[config.mk]
export PLATFORM = sky130hd
export DESIGN_NAME = rv_stall_ctrl_flat
export DESIGN_NICKNAME = d
export VERILOG_FILES = /design/src/rtl/rv_stall_ctrl_pkg.sv /design/src/rtl/rv_stall_ctrl_if.sv /design/src/rtl/rv_stall_ctrl_perf_counter.sv /design/src/rtl/rv_stall_ctrl.sv /design/src/flat_wrapper.sv
export SDC_FILE = /design/constraint.sdc
export NUM_CORES = 1
export LEC_CHECK = 0
export ABC_CLOCK_PERIOD_IN_PS = 2400
export BUFFER_PORTS_ARGS = -buffer_cell sky130_fd_sc_hd__buf_2
export CORE_MARGIN = 3
export CORE_UTILIZATION = 35
export DETAILED_ROUTE_END_ITERATION = 8
export HOLD_SLACK_MARGIN = 0.05
export PLACE_DENSITY = 0.59
export SLEW_MARGIN = 5
export SYNTH_ARGS = -nofsm -noshare
export SYNTH_HDL_FRONTEND = slang
export SYNTH_HIERARCHICAL = 1
export SYNTH_SLANG_ARGS = --single-unit
[constraint.sdc]
create_clock -name clk_i -period 2.4 [get_ports clk_i]
set_input_delay 0.12 -clock clk_i [delete_from_list [all_inputs] [get_ports clk_i]]
set_output_delay 0.12 -clock clk_i [all_outputs]
set_load 0.01 [all_outputs]
[src/rtl/rv_stall_ctrl_pkg.sv]
// Shared constants for the uRV stall/flush responder: debug encodings of the
// winning stall priority and the default number of execute-unit requesters.
package rv_stall_ctrl_pkg;

  localparam int RV_N_XREQ = 3;

  typedef enum logic [2:0] {
    PRIO_NONE = 3'd0,
    PRIO_W    = 3'd1,
    PRIO_X    = 3'd2,
    PRIO_KILL = 3'd3,
    PRIO_D    = 3'd4
  } stall_prio_e;

endpackage

[src/rtl/rv_stall_ctrl_if.sv]
// Request/control bundle between the pipeline stages (master) and the stall
// responder (slave), plus the debug view of which priority level won.
interface rv_stall_ctrl_if
  import rv_stall_ctrl_pkg::*;
#(
  parameter int N_XREQ = RV_N_XREQ,
  parameter int CNT_W  = 32
);
  // Handshake: there is no valid/ready pair. Requests are levels sampled in
  // the cycle they are raised and the controls answer in that same cycle.
  logic [N_XREQ-1:0] x_stall_req;
  logic              w_stall_req;
  logic              d_stall_req;
  logic              x_kill;

  logic              f_stall;
  logic              d_stall;
  logic              x_stall;
  logic              x_bubble;
  logic              w_bubble;
  logic              f_kill;
  logic              d_kill;
  logic [CNT_W-1:0]  cnt_stall;
  logic [CNT_W-1:0]  cnt_bubble;
  logic              stall_timeout;
  stall_prio_e       prio;

  modport master (
    output x_stall_req, w_stall_req, d_stall_req, x_kill,
    input  f_stall, d_stall, x_stall, x_bubble, w_bubble, f_kill, d_kill,
    input  cnt_stall, cnt_bubble, stall_timeout, prio
  );

  modport slave (
    input  x_stall_req, w_stall_req, d_stall_req, x_kill,
    output f_stall, d_stall, x_stall, x_bubble, w_bubble, f_kill, d_kill,
    output cnt_stall, cnt_bubble, stall_timeout, prio
  );

endinterface

[src/rtl/rv_stall_ctrl_perf_counter.sv]
// Free-running performance counter: wraps modulo 2^CNT_W, synchronous clear
// takes precedence over the count enable.
module rv_stall_ctrl_perf_counter #(
  parameter int CNT_W = 32
) (
  input  logic             clk_i,
  input  logic             clr,
  input  logic             en,
  output logic [CNT_W-1:0] cnt
);

  always_ff @(posedge clk_i) begin
    if (clr) begin
      cnt <= '0;
    end else if (en) begin
      cnt <= cnt + CNT_W'(1);
    end
  end

endmodule

[src/rtl/rv_stall_ctrl.sv]
// uRV stall/flush responder: folds execute, writeback and decode hazard requests
// into per-stage stall, bubble and kill controls, with perf counters and a watchdog.
module rv_stall_ctrl
  import rv_stall_ctrl_pkg::*;
#(
  parameter int N_XREQ    = RV_N_XREQ,
  parameter int MAX_STALL = 64,
  parameter int CNT_W     = 32
) (
  input  logic           clk_i,
  input  logic           rst_i,
  rv_stall_ctrl_if.slave bus
);

  localparam int RUN_W = (MAX_STALL > 2) ? $clog2(MAX_STALL) : 1;

  logic [N_XREQ-1:0] x_req;
  logic              kill_pending;
  logic              kill_eff;
  stall_prio_e       prio;
  logic              f_stall, d_stall, x_stall;
  logic              x_bubble, w_bubble;
  logic              f_kill, d_kill;
  logic [RUN_W-1:0]  run;
  logic              timeout_q;

  assign x_req    = bus.x_stall_req;
  assign kill_eff = bus.x_kill | kill_pending;

  always_comb begin
    prio     = PRIO_NONE;
    f_stall  = 1'b0;
    d_stall  = 1'b0;
    x_stall  = 1'b0;
    x_bubble = 1'b0;
    w_bubble = 1'b0;
    f_kill   = 1'b0;
    d_kill   = 1'b0;
    if (!rst_i) begin
      if (bus.w_stall_req) begin
        prio    = PRIO_W;
        f_stall = 1'b1;
        d_stall = 1'b1;
        x_stall = 1'b1;
      end else if (|x_req) begin
        prio     = PRIO_X;
        f_stall  = 1'b1;
        d_stall  = 1'b1;
        x_stall  = 1'b1;
        w_bubble = 1'b1;
      end else if (kill_eff) begin
        // A redirect squashes F/D, so a load-use hold on D is moot.
        prio   = PRIO_KILL;
        f_kill = 1'b1;
        d_kill = 1'b1;
      end else if (bus.d_stall_req) begin
        prio     = PRIO_D;
        f_stall  = 1'b1;
        d_stall  = 1'b1;
        x_bubble = 1'b1;
      end
    end
  end

  // A kill seen while X is frozen is remembered and applied once X moves.
  always_ff @(posedge clk_i) begin
    if (rst_i) begin
      kill_pending <= 1'b0;
    end else if (prio == PRIO_KILL) begin
      kill_pending <= 1'b0;
    end else if (bus.x_kill && x_stall) begin
      kill_pending <= 1'b1;
    end
  end

  // Watchdog: run length saturates at MAX_STALL-1; the timeout flag is sticky.
  always_ff @(posedge clk_i) begin
    if (rst_i) begin
      run       <= '0;
      timeout_q <= 1'b0;
    end else if (!x_stall) begin
      run <= '0;
    end else if (run == RUN_W'(MAX_STALL - 1)) begin
      timeout_q <= 1'b1;
    end else begin
      run <= run + RUN_W'(1);
    end
  end

  rv_stall_ctrl_perf_counter #(.CNT_W(CNT_W)) u_cnt_stall (
    .clk_i (clk_i),
    .clr   (rst_i),
    .en    (x_stall),
    .cnt   (bus.cnt_stall)
  );

  rv_stall_ctrl_perf_counter #(.CNT_W(CNT_W)) u_cnt_bubble (
    .clk_i (clk_i),
    .clr   (rst_i),
    .en    (x_bubble | w_bubble),
    .cnt   (bus.cnt_bubble)
  );

  assign bus.f_stall       = f_stall;
  assign bus.d_stall       = d_stall;
  assign bus.x_stall       = x_stall;
  assign bus.x_bubble      = x_bubble;
  assign bus.w_bubble      = w_bubble;
  assign bus.f_kill        = f_kill;
  assign bus.d_kill        = d_kill;
  assign bus.stall_timeout = timeout_q;
  assign bus.prio          = prio;

endmodule

[src/flat_wrapper.sv]
// flat-port wrapper written by rule: the top's interface ports become plain ports
module rv_stall_ctrl_flat import rv_stall_ctrl_pkg::*;
#(
  parameter int N_XREQ    = RV_N_XREQ,
  parameter int MAX_STALL = 64,
  parameter int CNT_W     = 32
)
  (clk_i, rst_i, bus_x_stall_req, bus_w_stall_req, bus_d_stall_req, bus_x_kill, bus_f_stall, bus_d_stall, bus_x_stall, bus_x_bubble, bus_w_bubble, bus_f_kill, bus_d_kill, bus_cnt_stall, bus_cnt_bubble, bus_stall_timeout, bus_prio);
  rv_stall_ctrl_if #(.N_XREQ(N_XREQ), .CNT_W(CNT_W)) bus_i ();
  input  logic clk_i;
  input  logic rst_i;
  input wire logic [$bits(bus_i.x_stall_req)-1:0] bus_x_stall_req;
  input wire logic [$bits(bus_i.w_stall_req)-1:0] bus_w_stall_req;
  input wire logic [$bits(bus_i.d_stall_req)-1:0] bus_d_stall_req;
  input wire logic [$bits(bus_i.x_kill)-1:0] bus_x_kill;
  output wire logic [$bits(bus_i.f_stall)-1:0] bus_f_stall;
  output wire logic [$bits(bus_i.d_stall)-1:0] bus_d_stall;
  output wire logic [$bits(bus_i.x_stall)-1:0] bus_x_stall;
  output wire logic [$bits(bus_i.x_bubble)-1:0] bus_x_bubble;
  output wire logic [$bits(bus_i.w_bubble)-1:0] bus_w_bubble;
  output wire logic [$bits(bus_i.f_kill)-1:0] bus_f_kill;
  output wire logic [$bits(bus_i.d_kill)-1:0] bus_d_kill;
  output wire logic [$bits(bus_i.cnt_stall)-1:0] bus_cnt_stall;
  output wire logic [$bits(bus_i.cnt_bubble)-1:0] bus_cnt_bubble;
  output wire logic [$bits(bus_i.stall_timeout)-1:0] bus_stall_timeout;
  output wire logic [$bits(bus_i.prio)-1:0] bus_prio;
  assign bus_i.x_stall_req = bus_x_stall_req;
  assign bus_i.w_stall_req = bus_w_stall_req;
  assign bus_i.d_stall_req = bus_d_stall_req;
  assign bus_i.x_kill = bus_x_kill;
  assign bus_f_stall = bus_i.f_stall;
  assign bus_d_stall = bus_i.d_stall;
  assign bus_x_stall = bus_i.x_stall;
  assign bus_x_bubble = bus_i.x_bubble;
  assign bus_w_bubble = bus_i.w_bubble;
  assign bus_f_kill = bus_i.f_kill;
  assign bus_d_kill = bus_i.d_kill;
  assign bus_cnt_stall = bus_i.cnt_stall;
  assign bus_cnt_bubble = bus_i.cnt_bubble;
  assign bus_stall_timeout = bus_i.stall_timeout;
  assign bus_prio = bus_i.prio;
  rv_stall_ctrl #(.N_XREQ(N_XREQ), .MAX_STALL(MAX_STALL), .CNT_W(CNT_W)) u_core (.clk_i(clk_i), .rst_i(rst_i), .bus(bus_i));
endmodule
==> key figures <==
Drt
  – Via count: 3204
  – Antenna-violating nets left: 0
  – Vias per inst: slightly above 5
  – Iteration-0 DRC Markers: around 140
  – Total wire length: 8.63 mm
  – DRT Pass-1 Iters: 5
  – # DRC: 0
  – Wirelength per Cell: roughly 14 um

Clock network
  – CTS sink count: 72
  – Clock-pin slew on the worst setup and hold paths: 0.07 ns
  – CTS tree: built
  – Worst skew pair latency: between 0.3 and 0.4 ns
  – # H-tree levels: 3
  – CTS Root Cell: clkbuf_8
  – Bufs on Longest Clock Path: 2
  – Total CTS buffers: 9

Place
  – Global placer's final weighted congestion: slightly above 0.8
  – DP HPWL: 6.24 mm
  – Cell Count Post-Placement: between 600 and 700
  – PortBufs: 82

Worst setup path
  – Crit path arrival time: 2.49 ns
  – CP Max Fanout: 6
  – CP max-delay cell: dlygate4sd3_1
  – Crit-path cells: dlygate4sd3_1, buf_2, nor2_1, nand2_1, a21boi_1, and4_1, buf_4, nand3_1, or4_1, a21oi_1
  – CP Capture Type: flip-flop
  – Critical R2R Launch: u_core/kill_pending$_SDFFE_PP0P_
  – Crit. Startpoint: bus_x_kill
  – Worst Path Required: between 2 and 3 ns
  – Worst R2R Path Depth: 8
  – Worst reg-to-reg setup slack: around 0.30 ns
  – Reg2reg end: u_core/u_cnt_bubble/cnt[16]$_SDFFE_PP0P_
  – Startpoint types: input port
  – Crit path largest cell delay: between 0.5 and 0.6 ns
  – Critical path type: input port to flip-flop

Worst hold path
  – Worst hold start: rst_i
  – Hold path cells: 4
  – Hold Crit Class: input port to flip-flop
  – Hold Path Sink: u_core/kill_pending$_SDFFE_PP0P_

Global route
  – Met3 Use GR: 0.0588
  – Largest net degree at the start of global routing: just under 60
  – Global-route track usage on met2: 0.251
  – Initial antenna violation count: 0
  – Number of global-route vias before repair: around 2900
  – GRT Util Overall: 0.149
  – Met1 global-route usage: 0.181
  – GRT Max-Usage Layer: met2
  – First-pass GRT wire length: around 14 mm
  – GRT Residual Overflow: 0

Synth
  – Sequential share of the synthesized area: 0.400
  – Number of synthesized flops with an enable pin: 0
  – Largest cells by area after synthesis: dfxtp_1, nor2_1, mux2_2, xor2_1, nand4_1
  – Syn nets: 429
  – Asr flop ratio synth: 0
  – Most common cell in the netlist: dfxtp_1
  – Commonest cells in the netlist: dfxtp_1, nor2_1, nand2_1
  – Cell Area, Synth: 0.00360 mm2
  – Cells after Synth: around 420
  – Library cells used by synthesis: 46
  – #FFs+latches synth: 72
  – Syn Area/Cell: about 8.6 um2
  – Top_reg_cell synth: dfxtp_1
  – Synth area leader: dfxtp_1
  – Synth warnings: 6
  – Yosys top cell area share: 0.400

Floorplanning
  – IO Pins: 83
  – Die Height: roughly 110 um
  – Core ar.: around 0.0099 mm2
  – Die Wd: between 100 and 150 um
  – Die Footprint: around 0.012 mm2
  – Initial Util: 0.364
  – Row count: 36

Final layout
  – Final std cells w/o fill: 633
  – Ant diodes: 0
  – Nets: approximately 510
  – Area of the multi-input gates: around 0.0020 mm2
  – Finished Core Util: 0.438
  – Share of layout cells above drive strength 1: 0.280
  – Seq. cell area: between 0.001 and 0.0015 mm2
  – P&R area growth vs syn: 20.5%
  – Fillers: between 1000 and 1500

Run
  – Max capacitance violation total: 0

STA
  – Period utilization: 0.924
  – Normalized max-slew margin: 0.624
  – RSZ-0062 raised after global routing: false
  – WHS: 0.321 ns
  – Setup TNS Final: 0 ns
  – Worst-Margin Slew: approximately 0.56 ns
  – Slew Limit Fails: 0
  – Endpoints failing setup: 0
  – Min cycle time layout: ~2.2 ns
  – Peak Freq: ~0.45 GHz
  – Final hold vios: 0
  – Clock skew: 0.00957 ns

Power
  – Pwr Total: about 2.4 mW
  – Leak: ~1.8 nW
  – PD cells: approximately 560 mW/mm2
  – Peak supply drop: roughly 330 uV

Status
  – Status: finished, final reports clean
[through the flow]
| step | setup WS [ns] | cell area (um2) |
|---|---|---|
| 6_report | 0.182 | 4340 |
| 2_1_floorplan | 0.262 | 3600 |
| 3_3_place_gp | 0.218 | 4100 |
| 5_1_grt | 0.0499 | 4340 |
| 3_5_place_dp | 0.177 | 4100 |
| 4_1_cts | 0.0606 | 4330 |
[state kept, by name (all words and copies together), names as in the netlist]
signal,flops
u_core/bus.stall_timeout,1
u_core/run,6
u_core/kill_pending,1
u_core/u_cnt_bubble/cnt,32
u_core/u_cnt_stall/cnt,32
[layout make-up]
type	instances	area share
repair buffers	91	0.111
clock buffers	12	0.0357
flip-flops and latches	72	0.332
inverters	11	0.00951
well taps	133	0.0383
multi-input cells	311	0.459
clock inverters	3	0.0150
[critical path, delay by kind of cell]
kind            cells  cell delay, ns
simple gates        5            1.17
buf+inv             3            0.84
compound gates      2            0.35
[worst max-delay path by stage]
stage,cells past startpoint,endpoint,slack (ns)
floorplan,9,u_core/u_cnt_bubble/cnt[27]$_SDFFE_PP0P_,0.26
global placement,8,u_core/u_cnt_stall/cnt[30]$_SDFFE_PP0P_,0.22
detailed placement,7,u_core/u_cnt_bubble/cnt[25]$_SDFFE_PP0P_,0.18
CTS,9,u_core/u_cnt_bubble/cnt[25]$_SDFFE_PP0P_,0.06
global route,10,u_core/u_cnt_bubble/cnt[20]$_SDFFE_PP0P_,0.05
finish,10,u_core/u_cnt_bubble/cnt[16]$_SDFFE_PP0P_,0.18
[timing repair]
item	4_1_cts	5_1_grt
endpoints found under the hold margin	1	0
resized for setup	0	1
buffers inserted	0	2
hold buffers	1	0
setup endpoints to repair	0	12
[cell usage in the layout (no fill, tap or decap), drive strengths merged, types with 2 or more instances in the layout]
cell type   n
xor2       19
or2         2
nor3       25
dfxtp      72
and2        2
mux2       22
a21oi      17
bufinv      2
buf        90
nor2b      20
ha          3
and3        7
and4        6
nor2       60
nand4      23
o31ai       6
nor4        6
clkbuf     12
nand3      21
o21ai      11
or3         8
nand2      23
a21boi      2
inv        11
mux2i       2
nor3b       3
or4         8
xnor2       8
[where the power goes]
part	switching, mW	internal [mW]	leakage [nW]
Sequential	0.0116	1.21	0.581
Combinational	0.0714	0.0409	1.11
Clock	0.451	0.636	0.112
[cells by family after synthesis]
logic type | Yosys count | share of synthesized area
flops | 72 | 0.400
fa+ha+maj | 3 | 0.0104
simple gates | 215 | 0.332
xor+xnor | 27 | 0.0656
compound gates | 42 | 0.0705
mux | 24 | 0.0743
buf+inv | 35 | 0.0472
[per-layer routing]
metal	vias to the layer above	routed length [um]
li1	1625	-
met1	1490	3780
met5	-	0
met2	80	4200
met3	9	580
met4	0	74
(Power assumes the default switching activity.)
